`src/rtl/sa_output_drain_if.sv`:
```
// Valid/ready output stream carrying drained output-activation words to the host.
interface sa_output_drain_if #(
    parameter int unsigned OUTPUT_WIDTH = 32
);
    logic [OUTPUT_WIDTH-1:0] o_data;
    logic                    o_valid;
    logic                    i_ready;
    logic                    o_last;

    modport master (output o_data, output o_valid, output o_last, input i_ready);
    modport slave  (input o_data, input o_valid, input o_last, output i_ready);
endinterface

```
`src/rtl/sa_output_drain.sv`:
```
// Reads a programmable range of output-memory words and streams them to the host,
// prefetching into a small credit-managed FIFO to hide read latency and backpressure.
module sa_output_drain #(
    parameter int unsigned OUTPUT_WIDTH  = 32,
    parameter int unsigned OUTPUT_HEIGHT = 16,
    parameter int unsigned FIFO_DEPTH    = 3
) (
    input  logic                             clk,
    input  logic                             rst_n,
    input  logic                             i_start,
    input  logic [$clog2(OUTPUT_HEIGHT)-1:0] i_base_addr,
    input  logic [$clog2(OUTPUT_HEIGHT):0]   i_len,
    output logic                             r_output_cenb,
    output logic                             r_output_wenb,
    output logic [$clog2(OUTPUT_HEIGHT)-1:0] r_output_addr,
    input  logic [OUTPUT_WIDTH-1:0]          r_output_data,
    output logic                             o_busy,
    output logic                             o_done,
    sa_output_drain_if.master                strm
);
    localparam int unsigned AW = $clog2(OUTPUT_HEIGHT);
    localparam int unsigned LW = AW + 1;
    localparam int unsigned PW = (FIFO_DEPTH > 1) ? $clog2(FIFO_DEPTH) : 1;
    localparam int unsigned CW = $clog2(FIFO_DEPTH + 1);

    typedef enum logic [1:0] {StIdle, StIssue, StDrain} state_e;

    state_e            state_q, state_d;
    logic [AW-1:0]     addr_q, addr_d;
    logic [LW-1:0]     remain_q, remain_d;
    logic [LW-1:0]     len_q, len_d;
    logic [LW-1:0]     beat_q, beat_d;
    logic              inflight_q;
    logic              done_q, done_d;

    logic [OUTPUT_WIDTH-1:0] fifo_mem [FIFO_DEPTH];
    logic [PW-1:0]     wr_ptr_q, rd_ptr_q;
    logic [CW-1:0]     count_q;
    logic [CW:0]       used;
    logic              issue, push, pop, fifo_valid;

    function automatic logic [PW-1:0] ptr_inc(input logic [PW-1:0] p);
        return (p == PW'(FIFO_DEPTH - 1)) ? '0 : p + PW'(1);
    endfunction

    // Credit check uses registered occupancy only, so ready never reaches the memory port.
    assign used       = {1'b0, count_q} + {{CW{1'b0}}, inflight_q};
    assign issue      = (state_q == StIssue) && (32'(used) < FIFO_DEPTH);
    assign push       = inflight_q;
    assign fifo_valid = (count_q != '0);
    assign pop        = fifo_valid && strm.i_ready;

    assign r_output_cenb = ~issue;
    assign r_output_wenb = 1'b1;
    assign r_output_addr = addr_q;

    assign strm.o_valid = fifo_valid;
    assign strm.o_data  = fifo_valid ? fifo_mem[rd_ptr_q] : '0;
    assign strm.o_last  = fifo_valid && (beat_q == (len_q - LW'(1)));
    assign o_busy       = (state_q != StIdle);
    assign o_done       = done_q;

    always_comb begin
        state_d  = state_q;
        addr_d   = addr_q;
        remain_d = remain_q;
        len_d    = len_q;
        beat_d   = pop ? beat_q + LW'(1) : beat_q;
        done_d   = 1'b0;
        unique case (state_q)
            StIdle: begin
                if (i_start) begin
                    if (i_len != '0) begin
                        addr_d   = i_base_addr;
                        remain_d = i_len;
                        len_d    = i_len;
                        beat_d   = '0;
                        state_d  = StIssue;
                    end else begin
                        done_d = 1'b1;
                    end
                end
            end
            StIssue: begin
                if (issue) begin
                    addr_d   = (addr_q == AW'(OUTPUT_HEIGHT - 1)) ? '0 : addr_q + AW'(1);
                    remain_d = remain_q - LW'(1);
                    if (remain_q == LW'(1)) begin
                        state_d = StDrain;
                    end
                end
            end
            StDrain: begin
                if (!fifo_valid && !inflight_q) begin
                    state_d = StIdle;
                    done_d  = 1'b1;
                end
            end
            default: state_d = StIdle;
        endcase
    end

    always_ff @(posedge clk) begin
        if (!rst_n) begin
            state_q    <= StIdle;
            addr_q     <= '0;
            remain_q   <= '0;
            len_q      <= '0;
            beat_q     <= '0;
            inflight_q <= 1'b0;
            done_q     <= 1'b0;
        end else begin
            state_q    <= state_d;
            addr_q     <= addr_d;
            remain_q   <= remain_d;
            len_q      <= len_d;
            beat_q     <= beat_d;
            inflight_q <= issue;
            done_q     <= done_d;
        end
    end

    always_ff @(posedge clk) begin
        if (!rst_n) begin
            wr_ptr_q <= '0;
            rd_ptr_q <= '0;
            count_q  <= '0;
        end else begin
            if (push) wr_ptr_q <= ptr_inc(wr_ptr_q);
            if (pop)  rd_ptr_q <= ptr_inc(rd_ptr_q);
            case ({push, pop})
                2'b10:   count_q <= count_q + CW'(1);
                2'b01:   count_q <= count_q - CW'(1);
                default: count_q <= count_q;
            endcase
        end
    end

    // Storage is not reset; o_data is gated by occupancy instead.
    always_ff @(posedge clk) begin
        if (push) fifo_mem[wr_ptr_q] <= r_output_data;
    end
endmodule

```
`src/flat_wrapper.sv`:
```
// flat-port wrapper written by rule: the top's interface ports become plain ports
module sa_output_drain_flat 
#(
    parameter int unsigned OUTPUT_WIDTH  = 32,
    parameter int unsigned OUTPUT_HEIGHT = 16,
    parameter int unsigned FIFO_DEPTH    = 3
)
  (clk, rst_n, i_start, i_base_addr, i_len, r_output_cenb, r_output_wenb, r_output_addr, r_output_data, o_busy, o_done, strm_o_data, strm_o_valid, strm_o_last, strm_i_ready);
  sa_output_drain_if #(.OUTPUT_WIDTH(OUTPUT_WIDTH)) strm_i ();
  input  logic clk;
  input  logic rst_n;
  input  logic i_start;
  input  logic [$clog2(OUTPUT_HEIGHT)-1:0] i_base_addr;
  input  logic [$clog2(OUTPUT_HEIGHT):0] i_len;
  output logic r_output_cenb;
  output logic r_output_wenb;
  output logic [$clog2(OUTPUT_HEIGHT)-1:0] r_output_addr;
  input  logic [OUTPUT_WIDTH-1:0] r_output_data;
  output logic o_busy;
  output logic o_done;
  output wire logic [$bits(strm_i.o_data)-1:0] strm_o_data;
  output wire logic [$bits(strm_i.o_valid)-1:0] strm_o_valid;
  output wire logic [$bits(strm_i.o_last)-1:0] strm_o_last;
  input wire logic [$bits(strm_i.i_ready)-1:0] strm_i_ready;
  assign strm_o_data = strm_i.o_data;
  assign strm_o_valid = strm_i.o_valid;
  assign strm_o_last = strm_i.o_last;
  assign strm_i.i_ready = strm_i_ready;
  sa_output_drain #(.OUTPUT_WIDTH(OUTPUT_WIDTH), .OUTPUT_HEIGHT(OUTPUT_HEIGHT), .FIFO_DEPTH(FIFO_DEPTH)) u_core (.clk(clk), .rst_n(rst_n), .i_start(i_start), .i_base_addr(i_base_addr), .i_len(i_len), .r_output_cenb(r_output_cenb), .r_output_wenb(r_output_wenb), .r_output_addr(r_output_addr), .r_output_data(r_output_data), .o_busy(o_busy), .o_done(o_done), .strm(strm_i));
endmodule
```
`config.mk`:
```
export PLATFORM = sky130hd
export DESIGN_NAME = sa_output_drain_flat
export DESIGN_NICKNAME = d
export VERILOG_FILES = /design/src/rtl/sa_output_drain_if.sv /design/src/rtl/sa_output_drain.sv /design/src/flat_wrapper.sv
export SDC_FILE = /design/constraint.sdc
export NUM_CORES = 1
export LEC_CHECK = 0
export ABC_AREA = 1
export BUFFER_PORTS_ARGS = -buffer_cell sky130_fd_sc_hd__buf_4
export CAP_MARGIN = 20
export CORE_ASPECT_RATIO = 1.4
export CORE_MARGIN = 2
export CORE_UTILIZATION = 56
export DETAILED_ROUTE_END_ITERATION = 8
export PLACE_DENSITY = 0.89
export SYNTH_ARGS = -nofsm -noshare
export SYNTH_HDL_FRONTEND = slang
export SYNTH_SLANG_ARGS = --single-unit
```
`constraint.sdc`:
```
create_clock -name clk -period 4.2 [get_ports clk]
set_input_delay 0.21 -clock clk [delete_from_list [all_inputs] [get_ports clk]]
set_output_delay 0.21 -clock clk [all_outputs]
set_load 0.02 [all_outputs]
```
==> run summary, run 1 <==
status: finished, final reports clean
ys async rst share: 0%
CP Launch Type: flop
sequential share of the synthesized area: 63.1%
Worst Path Max Fanout: 32
vias in the first global route: 4221
antenna violations before repair: 0
layout cells sized above 1: 23.4%
sw frac: 31.9%
DR iter-0 viols: 333
post-synthesis register bit count: 127
DRT Wirelength: 12700 um
die outline height: 122 um
Area Overhead vs Synth: 31.8%
routed wl met2: 7030 um
Primary FF master, synth: edfxtp_1
kind of critical path: reg2out
Worst-Margin Slew: 1.08 ns
Net Sw Power: 1.51 mW
fin crit period: 2.59 ns
core area: 9790 sq um
drt pass-1 iters: 4
Max clock buf depth: 2
Combinational Power Share: 28.5%
Synth Instances: 509
CTS H-tree depth: 4
final RePlAce weighted congestion: 0.876
routed wl met3: 751 um
CTS Sinks: 127
Initial Util: 56.7%
floorplan row count: 43
MaxCap Viol Count: 0
final max-slew violation count: 0
final setup violation count: 0
Vias: 4039
Pwr Density: 644 nW/um^2
Synth top area share: 52.0%
period utilization: 61.6%
Post-Route M1 WL: 4640 um
final design utilization: 74.7%
CTS buffer count: 17
Clock Skew: 0.0109 ns
Global Route Usage Sum: 24.8%
Clk Latency, worst-skew pair: 0.41 ns
Leak: 3.27 nW
RSZ-0062 raised after global routing: false
Post-synth EDFFs: 96
Post-CTS Setup Bufs: 0
overall power: 4.71 mW
GR Overflow Total: 0
final worst slack: 1.61 ns
Clk Tree Root Cell: clkbuf_16
CTS tree: built
Cell variety after synth: 31
WP data arrival: 2.38 ns
synthesized net count: 562
pre-CTS setup slack: 1.97 ns
fmax: 386 MHz
internal power: 3.21 mW
uppermost layer routed: met4
Min-Delay Path Class: in2reg
post-route ant nets: 0
mapped cell area: 5550 sq um
crit end category: output pin
routed len/inst: 16.4 um
Min Hold Slack: 0.0583 ns
# fillers: 609
Avg Inst Size Synth: 10.9 sq um
Synth area leader: edfxtp_1
Synthesis Warnings: 0
diode count: 0
worst rel slew slack: 27.7%
Ports: 87
largest net degree at the start of global routing: 65
Fin. Hold Viols: 0
vias per cell: 5.20
Worst-path clk slew: 0.06 ns
I/O Buffers: 85
first-pass GRT wire length: 19800 um
die area: 10700 sq um
# DRC: 0
sequential power share: 35.1%
Worst Path Required: 3.99 ns
worst vdd ir: 0.419 mV
synth top area cells: edfxtp_1 52%, dfxtp_1 11%, inv_1 6.2%, a21oi_1 4.3%, mux2_1 3.9%
hpwl dp: 6940 um
Die Wd: 88.1 um
setup_tns: 0 ns
Layout Nets: 682
clock group share of total power: 36.4%
## registers in the layout, summed over array words and instances, names as in the netlist, 2 cells and up, named ones only
signal / count
u_core.len_q: 5
u_core.remain_q: 5
u_core.beat_q: 5
u_core.count_q: 2
u_core.wr_ptr_q: 2
u_core.fifo_mem: 96
u_core.rd_ptr_q: 2
u_core.r_output_addr: 4
u_core.state_q: 2
## final cells by class
class	instances	area, sq um	area share, %
clock inverter	14	264	3.61
inverter	94	353	4.82
multi-input combinational	269	1610	22.1
timing repair buffer	120	981	13.4
tap	135	169	2.31
clock buffer	18	429	5.87
sequential	127	3510	47.9
## worst max-delay path: stages (launching register included)
cell and delay [ns]:
dfxtp_2 0.87, mux2_2 0.42, o21ai_0 0.33, inv_1 0.13
buf_4 0.18
## Yosys cell counts (2+ instances only)
master	number
edfxtp_1	96
inv_1	91
nand2_1	52
a21oi_1	48
nor2_1	34
o21ai_0	32
dfxtp_1	31
mux2_1	19
o21ai_1	16
mux2_2	13
clkbuf_1	12
nand3_1	12
ha_1	8
xor2_1	7
buf_2	5
xnor2_1	5
nor2_2	4
nor2_4	4
inv_2	3
nor3_1	3
nand2_2	2
nand4_1	2
or2_0	2
## kinds of logic (layout without fill, tap and decap cells)
| logic type | Yosys count | in the layout | synth area share (%) |
|---|---|---|---|
| XOR/XNOR | 12 | 12 | 1.89 |
| AO/OA/AOI/OAI | 99 | 99 | 9.11 |
| AND/OR/NAND/NOR | 117 | 117 | 9.54 |
| multiplexers | 32 | 32 | 6.49 |
| buffers and inverters | 113 | 246 | 7.96 |
| adder cells (fa/ha/maj) | 8 | 8 | 1.80 |
| other | 1 | 1 | 0.0676 |
| flip-flops | 127 | 127 | 63.1 |
## through the flow
stage,std cells,area [sq um]
6_report,777,7320
4_1_cts,777,7320
3_5_place_dp,713,6300
5_1_grt,777,7320
3_3_place_gp,713,6300
2_1_floorplan,509,5550
## routing by layer
layer | global-route usage, % | vias to the layer above
li1 | - | 1934
met4 | 10.5 | 0
met5 | 0 | -
met3 | 7.38 | 30
met1 | 25.0 | 1920
met2 | 46.3 | 155
## path summary, 6_finish.rpt
check / slack [ns] / start / depth (start not counted) / to
setup / recovery: 1.61 / flop / 4 / strm_o_data[0]
hold / removal: 0.06 / i_len[2] / 3 / u_core.len_q[2]
setup reg to reg: 1.93 / u_core.count_q[0] / 8 / u_core.count_q[1]
hold reg to reg: 0.47 / u_core.len_q[4] / 2 / u_core.len_q[4]
## power by group through the flow
stage,Sequential [mW],Clock (mW),Combinational [mW]
after global routing,1.68,1.77,1.48
after global placement,1.66,0,1.22
after CTS,1.66,1.71,1.32
after detailed placement,1.68,0,1.26
final,1.66,1.71,1.34
after floorplan,1.61,0,0.903
## placed cells by master (no fill, tap or decap), types with 5 or more instances in the layout
master and instances:
a21oi_1 48, buf_4 88, bufinv_16 7, clkbuf_16 17, dfxtp_1 29, dlygate4sd3_1 32, edfxtp_1 96, ha_1 8
inv_1 91, mux2_1 19, mux2_2 13, nand2_1 52, nand3_1 12, nor2_1 34, o21ai_0 32, o21ai_1 16
xnor2_1 5, xor2_1 7
## timing repair
item                                   4_1_cts  5_1_grt
hold buffers                                32        0
endpoints found under the hold margin       96        0
resized for setup                            0        0
(Power assumes the default switching activity.)
==> run 2: changes to the inputs <==
==> constraint.sdc (replaced) <==
create_clock -name clk -period 2.6 [get_ports clk]
set_input_delay 0.13 -clock clk [delete_from_list [all_inputs] [get_ports clk]]
set_output_delay 0.13 -clock clk [all_outputs]
set_load 0.02 [all_outputs]
==> run summary, run 2 (synthesis results as in run 1) <==
CP peak stage delay: 0.49 ns
floorplan row count: 43
fin crit period: 2.21 ns
Leak: 3.28 nW
pre-CTS setup slack: 0.842 ns
die outline height: 122 um
WP data arrival: 2.08 ns
final worst slack: 0.392 ns
most flop-heavy register: u_core.fifo_mem
most frequent cells in the layout: 96 x edfxtp_1, 92 x buf_4, 91 x inv_1
CP Launch Type: flop
Post-CTS Setup Bufs: 0
Hold Startpoint: i_len[2]
Ports: 87
hold endpoint: u_core.len_q[2]
area of the multi-input gates: 1610 sq um
Clk Latency, worst-skew pair: 0.40 ns
Worst-path clk slew: 0.05 ns
FF/Latch Area: 3510 sq um
CTS tree: built
hpwl dp: 7370 um
Max clock buf depth: 2
vias per cell: 5.17
crit path cell chain: buf_4 > mux2_2 > o21ai_0 > inv_1 > buf_4
kind of critical path: reg2out
I/O Buffers: 85
Worst Path Required: 2.47 ns
Min-Delay Path Class: in2reg
Die Wd: 88.1 um
diode count: 0
Initial Util: 56.7%
Clk Tree Root Cell: clkbuf_16
setup slack, reg-to-reg: 0.84 ns
DR iter-0 viols: 252
reg2reg end: u_core.remain_q[2]
first-pass GRT wire length: 19200 um
Fin. Hold Viols: 0
CTS Sinks: 127
final RePlAce weighted congestion: 0.828
dpl cell area: 6330 sq um
final max-slew violation count: 0
period utilization: 84.9%
Worst Path Max Fanout: 22
setup_tns: 0 ns
post-route ant nets: 0
crit end category: output pin
core area: 9790 sq um
antenna violations before repair: 0
fmax: 453 MHz
CTS resizes: 0
R2R cell count: 9
CTS H-tree depth: 4
layout cells sized above 1: 23.6%
CTS buffer count: 17
MaxCap Viol Count: 0
final setup violation count: 0
CTS Hold Bufs: 35
drt pass-1 iters: 5
Layout Nets: 689
largest net degree at the start of global routing: 34
worst vdd ir: 0.622 mV
Vias: 4054
GR Overflow Total: 0
# DRC: 0
DRT Wirelength: 12100 um
CP max stage cell: dfxtp_2
Pwr Density: 1010 nW/um^2
status: finished, final reports clean
CP most frequent cell: buf_4
Area Overhead vs Synth: 32.1%
Hold Path Depth: 3
r2r startpoint: u_core.count_q[0]
RSZ-0062 raised after global routing: false
Global Route Usage Sum: 23.8%
# fillers: 607
number of flip-flops in the largest register: 96
design area: 7330 sq um
vias in the first global route: 4165
commonest non-fill, non-tap cell in the layout: edfxtp_1
die area: 10700 sq um
Clock Skew: 0.00694 ns
routed len/inst: 15.5 um
-- run 2: cell types whose count changed in the layout (fill, tap and decap cells not counted), sizes merged --
| cell | change |
|---|---|
| clkbuf | +4 |
| dlygate4sd3 | +3 |
| buf | +4 |
| clkinv | -2 |
| bufinv | -2 |
-- run 2: per-stage QoR --
| step | total power, mW | hold slack, ns | utilization, % | cells |
|---|---|---|---|---|
| after floorplan | 4.06 | 0.229 | - | 509 |
| after global placement | 4.68 | 0.322 | 64.7 | 717 |
| after detailed placement | 4.77 | 0.325 | 64.7 | 717 |
| after CTS | 7.40 | 0.00699 | 74.9 | 784 |
| after global routing | 7.77 | 0.0250 | 74.9 | 784 |
| final | 7.39 | 0.0182 | 74.9 | 784 |
-- run 2: final cells by class --
type	instances	share of cell area [%]
Clock buffer	22	6.33
Sequential cell	127	47.8
Inverter	94	4.81
Clock inverter	10	2.51
Timing Repair Buffer	127	14.2
Multi-Input combinational cell	269	22.0
Tap cell	135	2.30
-- run 2: critical path, delay by kind of cell, from the launching register on --
kind / cells / cell delay, ns
flops: 1 / 0.49
buf+inv: 3 / 0.61
mux: 1 / 0.39
compound gates: 1 / 0.18
-- run 2: worst max path at each step --
stage                      startpoint                     to  slack [ns]
finish                           flop        strm_o_data[10]        0.39
global route                     flop        strm_o_data[10]        0.29
CTS                              flop        strm_o_data[24]        0.39
detailed placement               flop        strm_o_data[24]        0.84
global placement                 flop         strm_o_data[7]        0.90
floorplan           u_core.inflight_q  u_core.fifo_mem[0][0]       -0.56
-- run 2: report_power, final --
group / internal, mW / switching, mW / total [mW] / leakage [nW]
registers: 2.44 / 0.169 / 2.60 / 1.12
clock network: 1.75 / 0.808 / 2.56 / 0.310
logic: 0.873 / 1.35 / 2.23 / 1.85
total: 5.06 / 2.33 / 7.39 / 3.28
-- run 2: per-layer routing --
metal	track usage (%)	part of all wire [%]	up-vias
met3	6.44	4.5	18
li1	-	-	1948
met1	25.9	40	1963
met5	0	0	-
met4	8.90	1.6	0
met2	43.3	54	125
==> run 3: changes to the inputs <==
--- a/config.mk
+++ b/config.mk
@@ -5,14 +5,14 @@
 export SDC_FILE = /design/constraint.sdc
 export NUM_CORES = 1
 export LEC_CHECK = 0
-export ABC_AREA = 1
+export ABC_AREA = 0
 export BUFFER_PORTS_ARGS = -buffer_cell sky130_fd_sc_hd__buf_4
 export CAP_MARGIN = 20
 export CORE_ASPECT_RATIO = 1.4
 export CORE_MARGIN = 2
-export CORE_UTILIZATION = 56
+export CORE_UTILIZATION = 50
 export DETAILED_ROUTE_END_ITERATION = 8
-export PLACE_DENSITY = 0.89
+export PLACE_DENSITY = 0.85
 export SYNTH_ARGS = -nofsm -noshare
 export SYNTH_HDL_FRONTEND = slang
 export SYNTH_SLANG_ARGS = --single-unit
==> constraint.sdc (replaced) <==
create_clock -name clk -period 1.9 [get_ports clk]
set_input_delay 0.095 -clock clk [delete_from_list [all_inputs] [get_ports clk]]
set_output_delay 0.095 -clock clk [all_outputs]
set_load 0.02 [all_outputs]
==> run summary, run 3 <==
status: finished, final reports clean
fin crit period: 1.83 ns
final setup violation count: 0
Global Route Usage Sum: 20.5%
design area: 7310 sq um
layout cells sized above 1: 28.0%
vias per cell: 5.32
mapped cell area: 5270 sq um
drt pass-1 iters: 5
simple-gate share of the synthesized area: 11.7%
Synthesis Warnings: 0
synth top area cells: edfxtp_1 55%, dfxtp_1 12%, mux2i_1 6.3%, nor2_1 5.4%, a21oi_1 4.2%
sw frac: 28.0%
Synth Instances: 421
CTS H-tree depth: 4
floorplan row count: 44
most frequent cell after synthesis: edfxtp_1
CP Launch Type: flop
fmax: 546 MHz
ys async rst share: 0%
Worst Path Required: 1.80 ns
Die Wd: 90.8 um
Cell variety after synth: 47
Layout Nets: 616
final RePlAce weighted congestion: 0.910
Synth area leader: edfxtp_1
synthesized net count: 474
Primary FF master, synth: edfxtp_1
Clock Skew: 0.00935 ns
Worst Path Max Fanout: 4
Synth top area share: 54.7%
clock group share of total power: 38.6%
largest family of logic cells by synthesized area: simple AND/OR/NAND/NOR gates
post-route ant nets: 0
setup_tns: 0 ns
die area: 11400 sq um
xor and xnor area share after synthesis: 1.99%
overall power: 8.48 mW
Post-synth EDFFs: 96
period utilization: 96.4%
hpwl dp: 6930 um
most flop-heavy register: u_core.fifo_mem
CTS tree: built
Post-Synth Adder-Cell Area: 1.90%
dpl cell area: 6220 sq um
post-synthesis register bit count: 127
sequential power share: 38.0%
DR iter-0 viols: 183
post-synthesis mux area share: 6.27%
internal power: 6.10 mW
Worst-path clk slew: 0.06 ns
kind of critical path: reg2out
# fillers: 663
non-filler cells, final: 714
crit end category: output pin
Ports: 87
Initial Util: 51.2%
# DRC: 0
CTS Sinks: 127
WP data arrival: 1.74 ns
Pwr Density: 1160 nW/um^2
CP top delay family: flip-flops
crit path cell chain: inv_2 > ha_4 > xor2_2 > o31ai_1 > and3_1 > buf_6
DRT Wirelength: 11400 um
Fin. Hold Viols: 0
sequential share of the synthesized area: 66.5%
CP max stage cell: dfxtp_2
post-synthesis compound-gate area fraction: 9.05%
Area Overhead vs Synth: 38.7%
Vias: 3795
die outline height: 125 um
Net Sw Power: 2.37 mW
core area: 10300 sq um
vias in the first global route: 3922
routed len/inst: 16.0 um
largest net degree at the start of global routing: 47
CP peak stage delay: 0.36 ns
Leak: 2.77 nW
first-pass GRT wire length: 18100 um
GR Overflow Total: 0
Clk Tree Root Cell: clkbuf_16
most frequent cells in the layout: 98 x buf_4, 96 x edfxtp_1, 74 x nor2_1
Worst Path Buf+Inv: 2
I/O Buffers: 85
antenna violations before repair: 0
Avg Inst Size Synth: 12.5 sq um
diode count: 0
Combinational Power Share: 23.4%
Max clock buf depth: 2
worst vdd ir: 0.809 mV
top cells by count, synth: 96 x edfxtp_1, 76 x nor2_1, 44 x a21oi_1
CTS buffer count: 17
MaxCap Viol Count: 0
commonest non-fill, non-tap cell in the layout: buf_4
Clk Latency, worst-skew pair: 0.40 ns
Placed Instances: 639
number of flip-flops in the largest register: 96
Min-Delay Path Class: in2reg
final max-slew violation count: 0
-- run 3: cell count changes after synthesis, sizes merged, moves of 5 or more --
cell and change:
mux2i +33, o22ai +5, a22oi +5, o21ai -40, nor2b +12, inv -85
nand3 -9, mux2 -32, nor2 +34, nand2 -43
-- run 3: what timing repair did --
action / in CTS / in global routing
resized for setup: 6 / 11
hold buffers: 37 / 0
setup endpoints to repair: 5 / 11
pin swaps: 2 / 4
endpoints found under the hold margin: 101 / 0
buffers inserted: 0 / 6
-- run 3: final cells by class --
cell class                 count  area, sq um  share of cell area, %
sequential                   127         3510                   48.1
timing repair buffer         144         1270                   17.4
clock buffer                  18          429                   5.87
tap                          138          173                   2.36
clock inverter                14          183                   2.50
inverter                       9         33.8                  0.462
multi-input combinational    264         1700                   23.3
-- run 3: cell families after synthesis --
| logic type | after synthesis |
|---|---|
| AOI/OAI and AO/OA | 79 |
| other | 1 |
| and+or+nand+nor | 131 |
| adders and majority gates | 8 |
| muxes | 33 |
| buffers and inverters | 30 |
| xor gates and xnor gates | 12 |
| DFF | 127 |
-- run 3: metrics by stage --
stage                     utilization (%)  hold slack [ns]  worst slack [ns]
after global placement               60.5            0.288             0.169
after floorplan                         -            0.194            -0.307
after CTS                            70.2          0.00624           -0.0110
final                                71.0           0.0307            0.0679
after global routing                 71.0           0.0240          -0.00467
after detailed placement             60.5            0.290             0.145
-- run 3: path summary, 6_finish.rpt --
| path | slack, ns | cells past startpoint | from | endpoint |
|---|---|---|---|---|
| worst max-delay path | 0.07 | 6 | u_core.len_q[0] | strm_o_last |
| worst min-delay path | 0.03 | 3 | i_len[1] | u_core.len_q[1] |
| worst max register to register | 0.11 | 7 | u_core.count_q[0] | u_core.remain_q[0] |
| worst min register to register | 0.51 | 2 | u_core.rd_ptr_q[1] | flop |
-- run 3: worst register-to-register path, delay by kind of cell (launching register included) --
kind | cells | cell delay, ns
flops | 1 | 0.32
compound gates | 2 | 0.51
buf+inv | 1 | 0.11
simple gates | 2 | 0.26
fa+ha+maj | 2 | 0.49
-- run 3: metal layers --
metal / routed length [um] / share of wire, % / global-route usage (%) / up-vias
met5: 0 / 0 / 0 / -
met4: 214 / 1.9 / 10.5 / 0
met3: 548 / 4.8 / 5.30 / 14
met2: 6340 / 55 / 38.2 / 115
met1: 4330 / 38 / 20.8 / 1845
li1: - / - / - / 1821
-- run 3: power groups by stage --
| stage | sequential [mW] | combinational [mW] | clock [mW] |
|---|---|---|---|
| 2_1_floorplan | 3.24 | 1.08 | 0 |
| 3_3_place_gp | 3.26 | 1.80 | 0 |
| 3_5_place_dp | 3.27 | 1.85 | 0 |
| 4_1_cts | 3.22 | 1.93 | 3.33 |
| 5_1_grt | 3.23 | 2.12 | 3.46 |
| 6_report | 3.22 | 1.99 | 3.27 |
